$ cat src/rtl/autoenc_pkg.sv
// Constants and state encoding shared by the training-sequence controller,
// the autoencoder datapath and the testbench.
package autoenc_pkg;

    localparam int unsigned DATA_W   = 16;
    localparam int unsigned MARKER   = 342;
    localparam int unsigned MAX_ITER = 10000;

    typedef logic [2:0] train_seq_state_t;

    localparam train_seq_state_t ST_IDLE       = 3'd0;
    localparam train_seq_state_t ST_FETCH      = 3'd1;
    localparam train_seq_state_t ST_CAPT       = 3'd2;
    localparam train_seq_state_t ST_STREAM     = 3'd3;
    localparam train_seq_state_t ST_WAIT_TRAIN = 3'd4;
    localparam train_seq_state_t ST_DONE       = 3'd5;

    function automatic logic state_is_busy(input train_seq_state_t s);
        return (s != ST_IDLE) && (s != ST_DONE);
    endfunction

endpackage

$ cat src/rtl/iter_counter.sv
// Saturating iteration counter with synchronous clear and a terminal-count
// flag that fires on the increment which reaches MAX_ITER.
module iter_counter #(
    parameter int unsigned CNT_W    = 14,
    parameter int unsigned MAX_ITER = 10000
) (
    input  logic             clk,
    input  logic             rst_n,
    input  logic             clear_i,
    input  logic             en_i,
    output logic [CNT_W-1:0] count_o,
    output logic             tc_o
);

    logic [CNT_W-1:0] count_q;
    logic [CNT_W-1:0] count_d;
    logic             at_max;

    assign at_max = (count_q == CNT_W'(MAX_ITER));

    always_comb begin
        count_d = count_q;
        if (clear_i) begin
            count_d = '0;
        end else if (en_i && !at_max) begin
            count_d = count_q + 1'b1;
        end
    end

    always_ff @(posedge clk) begin
        if (!rst_n) begin
            count_q <= '0;
        end else begin
            count_q <= count_d;
        end
    end

    assign count_o = count_q;
    assign tc_o    = en_i && !clear_i && (count_q == CNT_W'(MAX_ITER - 1));

endmodule

$ cat src/rtl/train_seq_ctrl.sv
// Training-sequence controller: fetches sample words, streams them to the
// datapath, swallows the end-of-sample marker and counts completed updates.
module train_seq_ctrl #(
    parameter int unsigned DATA_W    = autoenc_pkg::DATA_W,
    parameter int unsigned ADDR_W    = 10,
    parameter int unsigned MEM_DEPTH = 1024,
    parameter int unsigned MARKER    = autoenc_pkg::MARKER,
    parameter int unsigned MAX_ITER  = autoenc_pkg::MAX_ITER,
    parameter int unsigned CNT_W     = 14
) (
    input  logic              clk,
    input  logic              rst_n,
    input  logic              start,
    input  logic              abort,
    output logic [ADDR_W-1:0] mem_addr,
    output logic              mem_rd_en,
    input  logic [DATA_W-1:0] mem_rdata,
    output logic [DATA_W-1:0] s_data,
    output logic              s_valid,
    input  logic              s_ready,
    output logic              sample_end,
    input  logic              train_done,
    output logic [CNT_W-1:0]  iter_count,
    output logic              busy,
    output logic              done
);

    import autoenc_pkg::*;

    train_seq_state_t  state_q, state_d;
    logic [ADDR_W-1:0] addr_q, addr_d;
    logic [DATA_W-1:0] sdata_q, sdata_d;
    logic [ADDR_W-1:0] addr_next;
    logic              cnt_clr;
    logic              cnt_en;
    logic              cnt_tc;

    assign addr_next = (addr_q == ADDR_W'(MEM_DEPTH - 1)) ? '0 : addr_q + 1'b1;

    // abort is checked first in every busy state so in-flight read data and
    // same-cycle train_done/s_ready are dropped without side effects.
    always_comb begin
        state_d = state_q;
        addr_d  = addr_q;
        sdata_d = sdata_q;
        cnt_clr = 1'b0;
        cnt_en  = 1'b0;
        case (state_q)
            ST_IDLE, ST_DONE: begin
                if (start) begin
                    state_d = ST_FETCH;
                    addr_d  = '0;
                    cnt_clr = 1'b1;
                end
            end
            ST_FETCH: begin
                state_d = abort ? ST_IDLE : ST_CAPT;
            end
            ST_CAPT: begin
                if (abort) begin
                    state_d = ST_IDLE;
                end else if (mem_rdata == DATA_W'(MARKER)) begin
                    state_d = ST_WAIT_TRAIN;
                end else begin
                    sdata_d = mem_rdata;
                    state_d = ST_STREAM;
                end
            end
            ST_STREAM: begin
                if (abort) begin
                    state_d = ST_IDLE;
                end else if (s_ready) begin
                    addr_d  = addr_next;
                    state_d = ST_FETCH;
                end
            end
            ST_WAIT_TRAIN: begin
                if (abort) begin
                    state_d = ST_IDLE;
                end else if (train_done) begin
                    cnt_en  = 1'b1;
                    addr_d  = addr_next;
                    state_d = cnt_tc ? ST_DONE : ST_FETCH;
                end
            end
            default: state_d = ST_IDLE;
        endcase
    end

    always_ff @(posedge clk) begin
        if (!rst_n) begin
            state_q <= ST_IDLE;
            addr_q  <= '0;
            sdata_q <= '0;
        end else begin
            state_q <= state_d;
            addr_q  <= addr_d;
            sdata_q <= sdata_d;
        end
    end

    iter_counter #(
        .CNT_W    (CNT_W),
        .MAX_ITER (MAX_ITER)
    ) u_iter_counter (
        .clk     (clk),
        .rst_n   (rst_n),
        .clear_i (cnt_clr),
        .en_i    (cnt_en),
        .count_o (iter_count),
        .tc_o    (cnt_tc)
    );

    // Strobes are decoded from the registered state, so reset and abort clear them.
    assign mem_addr   = addr_q;
    assign mem_rd_en  = (state_q == ST_FETCH);
    assign s_data     = sdata_q;
    assign s_valid    = (state_q == ST_STREAM);
    assign sample_end = (state_q == ST_WAIT_TRAIN);
    assign busy       = state_is_busy(state_q);
    assign done       = (state_q == ST_DONE);

endmodule

$ cat config.mk
export PLATFORM = sky130hd
export DESIGN_NAME = train_seq_ctrl
export DESIGN_NICKNAME = d
export VERILOG_FILES = /design/src/rtl/autoenc_pkg.sv /design/src/rtl/iter_counter.sv /design/src/rtl/train_seq_ctrl.sv
export SDC_FILE = /design/constraint.sdc
export NUM_CORES = 1
export LEC_CHECK = 0
export CAP_MARGIN = 5
export CELL_PAD_IN_SITES_DETAIL_PLACEMENT = 1
export CELL_PAD_IN_SITES_GLOBAL_PLACEMENT = 1
export CORE_MARGIN = 8
export CORE_UTILIZATION = 25
export DETAILED_ROUTE_END_ITERATION = 8
export PLACE_DENSITY_LB_ADDON = 0.1
export SETUP_SLACK_MARGIN = 0.1
export SYNTH_ARGS = -nofsm -noshare
export SYNTH_HDL_FRONTEND = slang
export SYNTH_SLANG_ARGS = --single-unit
$ cat constraint.sdc
create_clock -name clk -period 1.8 [get_ports clk]
set_input_delay 0.36 -clock clk [delete_from_list [all_inputs] [get_ports clk]]
set_output_delay 0.36 -clock clk [all_outputs]
set_load 0.01 [all_outputs]
Word level (Yosys, flattened, before mapping)
Index checks and enable logic that the tools add are counted.

Input bits: 22. Output and inout port bits: 45. Register bits after elaboration: 43. Logic and storage cells: 62.

Reductions and logical operators: 14. Mux-type cells: 22. Add/sub/neg operators: 2. Bitwise operators: 3. Equality and inequality tests: 17.

Operators by type and width (number): $mux 10 (6); $pmux 10 s3 (1); $eq 14x14->1 const B (2); $mux 3 (8); $eq 16x9->1 const B (1); $pmux 3 s5 (1); $add 14x1->14 const B (1); $add 10x1->10 const B (1); $eq 10x10->1 const B (1); $eq 3x2->1 const B (2); $eq 3x3->1 const B (2); $ne 2x2->1 const B (3); $ne 3x2->1 const B (2); $reduce_and 3->1 (2); $reduce_and 6->1 (1); $reduce_bool 3->1 (2); $mux 1 (5); $logic_and 1x1->1 (4); $ne 2x1->1 const B (2); $reduce_or 2->1 (2); $eq 3x1->1 const B (1); $logic_not 3->1 (1); $ne 3x3->1 const B (1); $not 1->1 (3); 2 further kinds (3).

Longest topological paths before layout
Gate-level depths: netlist of run 1.

Depth after elaboration: 10. Gate-level depth with buffers: 7. Gate-level depth less buffers: 6.

Modules after synthesis
From an unflattened synthesis of run 1, not the netlist that was laid out.

Cell total of the unflattened synthesis: 287. Area, all modules: 2442.3 µm².

Modules (own cells, without submodules): train_seq_ctrl (area an instance 1727.9 µm², cells an instance 210, instances 1, sequential area each 580.6 µm²); iter_counter (area an instance 714.4 µm², cells an instance 77, instances 1, sequential area each 280.3 µm²).

Worst setup path before layout of run 1
OpenSTA, ideal clock, no wires.

Path kind: flip-flop to flip-flop. Start: register state_q[0]. End: register sdata_q[0], in the netlist s_data[0]. Library setup time: 0.128 ns. Period minus slack after synthesis: 1.833 ns. Path buffers: 3. Cell stages (with the launch flop): 8. Arrival: 1.706 ns. Required time: 1.672 ns. Path slack: -0.033 ns. Path through: dfxtp_1 > buf_6 > or4b_4 > a41oi_1 > buf_4 > buf_8 > mux2i_1 > nor2_1.

Cells in the longest elaborated chain, start to end: 2.

RTL lines: start, declared (RTL line train_seq_ctrl.sv:30) `train_seq_state_t state_q, state_d;`; start signal, assigned (RTL line train_seq_ctrl.sv:96) `state_q <= state_d;`; $eq 3x2->1 (RTL line train_seq_ctrl.sv:48) `case (state_q)`; $reduce_and 3->1 (no line); end signal, assigned (RTL line train_seq_ctrl.sv:98) `sdata_q <= sdata_d;`; end, declared (RTL line train_seq_ctrl.sv:32) `logic [DATA_W-1:0] sdata_q, sdata_d;`.

Every way passes these cells. A chain may end at the register's enable or synchronous reset.

Worst setup path in the final report of run 1
Start: register state_q[1]. End: register u_iter_counter.count_q[6], in the netlist u_iter_counter.count_o[6].

Cells in the longest elaborated chain, start to end: 4. Elaborated cells on any way between the ends: 8. Classes of those cells: eq/ne (2); mux (2); reduce/logical (4).

RTL lines: $eq 3x3->1 or $logic_not 3->1 (tied branches) (RTL line train_seq_ctrl.sv:48); $reduce_or 2->1 (RTL line train_seq_ctrl.sv:48); $mux 1 (RTL line train_seq_ctrl.sv:48); $reduce_or 2->1 (no line); end signal, assigned (RTL line iter_counter.sv:34) `count_q <= count_d;`; end, declared (RTL line iter_counter.sv:15) `logic [CNT_W-1:0] count_q;`.

Parallel ways exist; a longest one is shown, timed or not.

==> results of run 1 <==
[flip-flops by register name, indices dropped and copies added, names as in the netlist]
signal,count
s_data,16
u_iter_counter.count_o,14
mem_addr,10
state_q,3
[per-layer routing]
layer / global-route usage, % / up-vias / wire length (um)
met5: 0 / - / 0
met4: 2.60 / 0 / 51
met3: 3.46 / 5 / 288
met2: 22.8 / 31 / 4220
met1: 15.7 / 1153 / 3540
li1: - / 1189 / -
[power by group]
group	leakage, uW	internal, uW	total, uW	switching, uW
Combinational	0.00125	221	395	174
Clock	0.0000371	260	596	336
Sequential	0.000355	959	973	13.5
Total	0.00165	1440	1960	524
[synthesized netlist by cell type (2+ instances only)]
| cell | number |
|---|---|
| nor4_1 | 5 |
| inv_1 | 10 |
| nor3_1 | 5 |
| clkbuf_1 | 7 |
| nand3_1 | 13 |
| a21oi_1 | 10 |
| a31oi_1 | 2 |
| and3_1 | 4 |
| nor2_1 | 36 |
| dfxtp_1 | 43 |
| nor2b_1 | 4 |
| or3_1 | 5 |
| or2_0 | 2 |
| nand2_1 | 18 |
| or4b_1 | 2 |
| o41ai_1 | 2 |
| xnor2_1 | 8 |
| mux2i_1 | 17 |
| o31ai_1 | 2 |
| o21ai_1 | 6 |
| buf_4 | 2 |
| nor4bb_1 | 2 |
| nand4_1 | 4 |
| o21ai_0 | 2 |
| ha_1 | 3 |
| a32oi_1 | 3 |
| or4_1 | 4 |
| nand2b_1 | 3 |
[worst paths after layout]
check | startpoint | end | slack [ns] | cells after the start
hold reg to reg | s_data[4] | s_data[4] | 0.50 | 2
setup reg to reg | state_q[1] | u_iter_counter.count_o[6] | -0.01 | 7
hold / removal | s_data[4] | s_data[4] | 0.50 | 2
setup / recovery | state_q[1] | u_iter_counter.count_o[6] | -0.01 | 7
[cell type report]
type | count | area, sq um
Inverter | 10 | 37.5
Timing Repair Buffer | 142 | 1300
Tap cell | 108 | 135
Multi-Input combinational cell | 187 | 1480
Sequential cell | 43 | 891
Fill cell | 991 | 4680
Clock buffer | 6 | 72.6
[critical path, delay by kind of cell, from the launching register on]
| family | cells | cell delay, ns |
|---|---|---|
| and+or+nand+nor | 3 | 0.91 |
| buffers and inverters | 2 | 0.26 |
| DFF | 1 | 0.37 |
| AOI/OAI and AO/OA | 2 | 0.22 |
[cells in the final DEF (no fill, tap or decap), types with 5 or more instances in the layout]
cell / n
dlymetal6s2s_1: 11
a21oi_2: 8
dlygate4sd2_1: 5
clkdlybuf4s50_1: 45
dfxtp_4: 5
nand2_1: 17
mux2i_1: 17
nand3_1: 9
xnor2_1: 8
o21ai_1: 5
buf_4: 63
dfxtp_2: 9
dfxtp_1: 29
inv_1: 10
nor2_1: 35
clkbuf_8: 5
buf_6: 13
[logic make-up (layout without fill, tap and decap cells)]
| logic type | Yosys count | after routing | share of synthesized area [%] |
|---|---|---|---|
| AOI/OAI and AO/OA | 41 | 41 | 13.8 |
| xor gates and xnor gates | 9 | 9 | 3.62 |
| adders and majority gates | 3 | 3 | 1.72 |
| buffers and inverters | 22 | 158 | 5.05 |
| DFF | 43 | 43 | 39.5 |
| muxes | 17 | 17 | 7.81 |
| and+or+nand+nor | 117 | 117 | 28.5 |
[what timing repair did]
action                     in CTS  in global routing
gates cloned                    0                  0
gates resized for setup        51                 62
setup endpoints to repair      52                 58
pin swaps                      10                 14
buffers inserted               12                  8
[metrics by stage]
stage	cell area [sq um]	power, uW	setup slack, ns	TNS (ns)	hold WS, ns
after detailed placement	3360	1320	-0.427	-14.60	0.486
after global routing	3910	2080	-0.0939	-1.40	0.531
after global placement	3360	1320	-0.433	-13.57	0.472
after CTS	3630	1980	-0.0389	-0.414	0.493
after floorplan	2200	1130	0.0240	0	0.504
final	3910	1960	-0.0116	-0.0206	0.497
==> metrics.md, run 1 <==
| Metric | Value |
|---|---|
| Max Freq | 552 MHz |
| Failing checks | negative setup slack |
| Mapped Cells | 252 |
| Post-DP HPWL | 5.67 mm |
| Post-synth EDFFs | 0 |
| Fin crit period | 1.81 ns |
| Total of max-cap violations | 0 |
| Initial DRC Count | 60 |
| Row cnt | 34 |
| Top_reg_cell synth | dfxtp_1 |
| RSZ-0062 raised after global routing | yes |
| Worst Setup End Kind | register |
| # DRC | 0 |
| CP most frequent cell | buf_6 |
| WP data required | 2.03 ns |
| Synth unique cells | 56 |
| Synthesized area per cell | 8.65 sq um |
| Synth warnings | 0 |
| Nets | 414 |
| WL final | 8.10 mm |
| Core Util, Final | 45.5% |
| Max incr delay on CP | 0.55 ns |
| Crit share post-route | 101% |
| Worst skew pair latency | 0.29 ns |
| Vias | 2378 |
| Cell Chain, Critical Path | buf_6, nor3b_4, buf_6, and2_4, o41ai_4, or4_1, a21oi_2 |
| Fin. Hold Viols | 0 |
| Die W | 109 um |
| WL per Instance | 16.3 um |
| TritonCTS clock tree | yes |
| Share of flip-flops with an asynchronous set or reset | 0% |
| Post-route insts no fill | 496 |
| Initial antenna violation count | 0 |
| Clock Path Buffers | 2 |
| Worst-Margin Slew | 0.435 ns |
| Dpl cells | 472 |
| Sequential fraction of the synthesis area | 39.5% |
| TritonCTS buffer count | 5 |
| Hold Path Class | register to register |
| Antenna Cells | 0 |
| Post-CTS Hold Buffers | 0 |
| Number of synthesized register bits | 43 |
| Area Growth Syn to Fin | 79.4% |
| IO Pins | 67 |
| GP Congestion | 0.748 |
| Critical Path Fanout Max | 5 |
| Vias in the first global route | 2509 |
| Clk_skew | 0.00557 ns |
| Clock sink total | 43 |
| Final Max Slew Viols | 0 |
| CTS root buf | clkbuf_8 |
| Total gr overflow | 0 |
| Final setup vio count | 3 |
| Largest net degree at the start of global routing | 17 |
| Initial core utilization | 25.4% |
| Core ar. | 8590 sq um |
| Tot GR Track Use | 13.0% |
| Max IR drop VDD | 0.225 mV |
| Yosys top cell area share | 39.5% |
| Max stage delay cell, worst path | or4_1 |
| Die area | 12000 sq um |
| CP Launch Type | register |
| Largest cells by area after synthesis | dfxtp_1 39%, mux2i_1 7.8%, nor2_1 6.2% |
| Port Buffers | 66 |
| Synthesized Nets | 277 |
| Crit path DAT | 2.04 ns |
| Drt first pass iters | 4 |
| Final ANT Viol Nets | 0 |
| CTS H-tree depth | 2 |
| Rel. slew slack | 70.3% |
| Cell Area, Synth | 2180 sq um |
| Leading area contributor after synthesis | dfxtp_1 |
| Power density over the cells | 502 nW/um^2 |
| Clock-pin slew on the worst setup and hold paths | 0.08 ns |
| Final setup margin | -0.0116 ns |
| First-pass GRT wire length | 12.4 mm |
| Static Leak | 0.00165 uW |
| Status | complete, but fails checks |
| Layout cell share with drive strength beyond 1 | 37.1% |
| Via density | 4.79 |
| Critical path class | register to register |
| Die Ht | 109 um |
Note: power is estimated with default switching activity, not from simulation.
==> run 2, diff against run 1 <==
- SKIP_CTS_REPAIR_TIMING: default -> 1
- SLEW_MARGIN: default -> 15
==> run 2 against run 1 <==
Effect of this change: the flow still finishes with violations (negative setup slack); cell count decreased by 1.2%; die area unchanged; worst setup slack got worse by 0.082 ns; non-clock buffer count decreased by 6; global-route usage is 0.45 points lower; clock power about the same; core utilization is 1.3 points lower; fmax decreased by 4.3%; via count decreased by 1.2%; final area decreased by 2.8%; critical path type unchanged; critical endpoint is now mem_addr[4]; highest routed layer unchanged.
==> metrics.md, run 2 (synthesis results as in run 1) <==
| Metric | Value |
|---|---|
| Status | complete, but fails checks |
| Failing checks | negative setup slack |
| Number of flip-flops in the largest register | 16 |
| Drt first pass iters | 4 |
| Crit share post-route | 105% |
| Die W | 109 um |
| Die Ht | 109 um |
| Max Freq | 528 MHz |
| Clock-pin slew on the worst setup and hold paths | 0.08 ns |
| Antenna Cells | 0 |
| Total power draw | 1950 uW |
| Worst-Margin Slew | 0.449 ns |
| Tot GR Track Use | 12.6% |
| CP Launch Type | register |
| Area Growth Syn to Fin | 74.3% |
| # DRC | 0 |
| Initial DRC Count | 60 |
| Clock Path Buffers | 2 |
| Core ar. | 8590 sq um |
| Worst Setup End Kind | register |
| Rel. slew slack | 69.3% |
| Max IR drop VDD | 0.226 mV |
| Most common cell after layout, fill and taps aside | buf_4 |
| Initial core utilization | 25.4% |
| Total gr overflow | 0 |
| RSZ-0062 raised after global routing | yes |
| Die area | 12000 sq um |
| Critical Path Fanout Max | 6 |
| Port Buffers | 66 |
| Register area | 890 sq um |
| CTS H-tree depth | 2 |
| Row cnt | 34 |
| Most frequent cells in the layout | 61 x buf_4, 47 x clkdlybuf4s50_1, 35 x nor2_1 |
| GP Congestion | 0.748 |
| Filler instances | 992 |
| CTS root buf | clkbuf_8 |
| Hold Path Class | register to register |
| Final setup vio count | 26 |
| IO Pins | 67 |
| Multi-input combinational cell area | 1420 sq um |
| Power density over the cells | 513 nW/um^2 |
| First-pass GRT wire length | 12.0 mm |
| Nets | 408 |
| Static Leak | 0.00164 uW |
| Largest net degree at the start of global routing | 17 |
| WL final | 7.94 mm |
| Dpl cells | 472 |
| Worst slack, placed | -0.427 ns |
| Fin. Hold Viols | 0 |
| Worst skew pair latency | 0.29 ns |
| Final setup margin | -0.0931 ns |
| TritonCTS clock tree | yes |
| Via density | 4.80 |
| Clk_skew | 0.00588 ns |
| Crit path DAT | 2.10 ns |
| Fin crit period | 1.89 ns |
| Final ANT Viol Nets | 0 |
| Post-DP HPWL | 5.67 mm |
| TritonCTS buffer count | 5 |
| Layout cell share with drive strength beyond 1 | 33.2% |
| Final Max Slew Viols | 0 |
| Initial antenna violation count | 0 |
| Vias | 2350 |
| Critical path class | register to register |
| Total of max-cap violations | 0 |
| WL per Instance | 16.2 um |
| Post-route insts no fill | 490 |
| WP data required | 2.01 ns |
| Vias in the first global route | 2428 |
| Clock sink total | 43 |
run 2: cell count changes in the layout (fill, tap and decap cells not counted), sizes merged:
cell and delta:
dlygate4sd2 -5, buf -6, clkdlybuf4s50 +2, dlymetal6s2s +4, clkdlybuf4s15 -1
run 2: cell type report:
| class | count | share of cell area, % |
|---|---|---|
| inverter | 10 | 0.988 |
| multi-input combinational | 187 | 37.3 |
| clock buffer | 6 | 1.91 |
| timing repair buffer | 136 | 32.8 |
| tap | 108 | 3.56 |
| sequential | 43 | 23.4 |
run 2: path summary, 6_finish.rpt:
path,cells past startpoint,slack (ns),startpoint,end
worst min register to register,1,0.48,mem_addr[7],mem_addr[7]
worst min-delay path,1,0.48,mem_addr[7],mem_addr[7]
worst max-delay path,7,-0.09,state_q[0],mem_addr[4]
worst max register to register,7,-0.09,state_q[0],mem_addr[4]
run 2: report_power, final:
group	switching [uW]	total (uW)	internal [uW]
logic	174	382	208
clock network	334	593	260
registers	13.5	973	959
total	521	1950	1430
run 2: critical path: stages, from the launching register on:
cell and delay (ns):
dfxtp_4 0.37, buf_4 0.14, nor2b_2 0.17, nand3_1 0.14
o311ai_2 0.12, buf_4 0.17, or4b_1 0.50, a21oi_1 0.21
run 2: metrics by stage:
stage | hold WS (ns) | setup TNS [ns] | area (sq um) | utilization [%]
6_report | 0.481 | -0.532 | 3800 | 44.2
5_1_grt | 0.501 | -2.63 | 3800 | 44.2
4_1_cts | 0.507 | -3.61 | 3430 | 40.0
3_5_place_dp | 0.486 | -14.60 | 3360 | 39.1
3_3_place_gp | 0.472 | -13.57 | 3360 | 39.1
2_1_floorplan | 0.504 | 0 | 2200 | -
run 2: layer usage:
layer	vias to the layer above	global-route usage [%]	share of wire, %
met4	0	2.41	0.64
met2	38	21.7	51
met1	1134	15.4	45
met3	5	3.34	3.6
li1	1173	-	-
met5	-	0	0
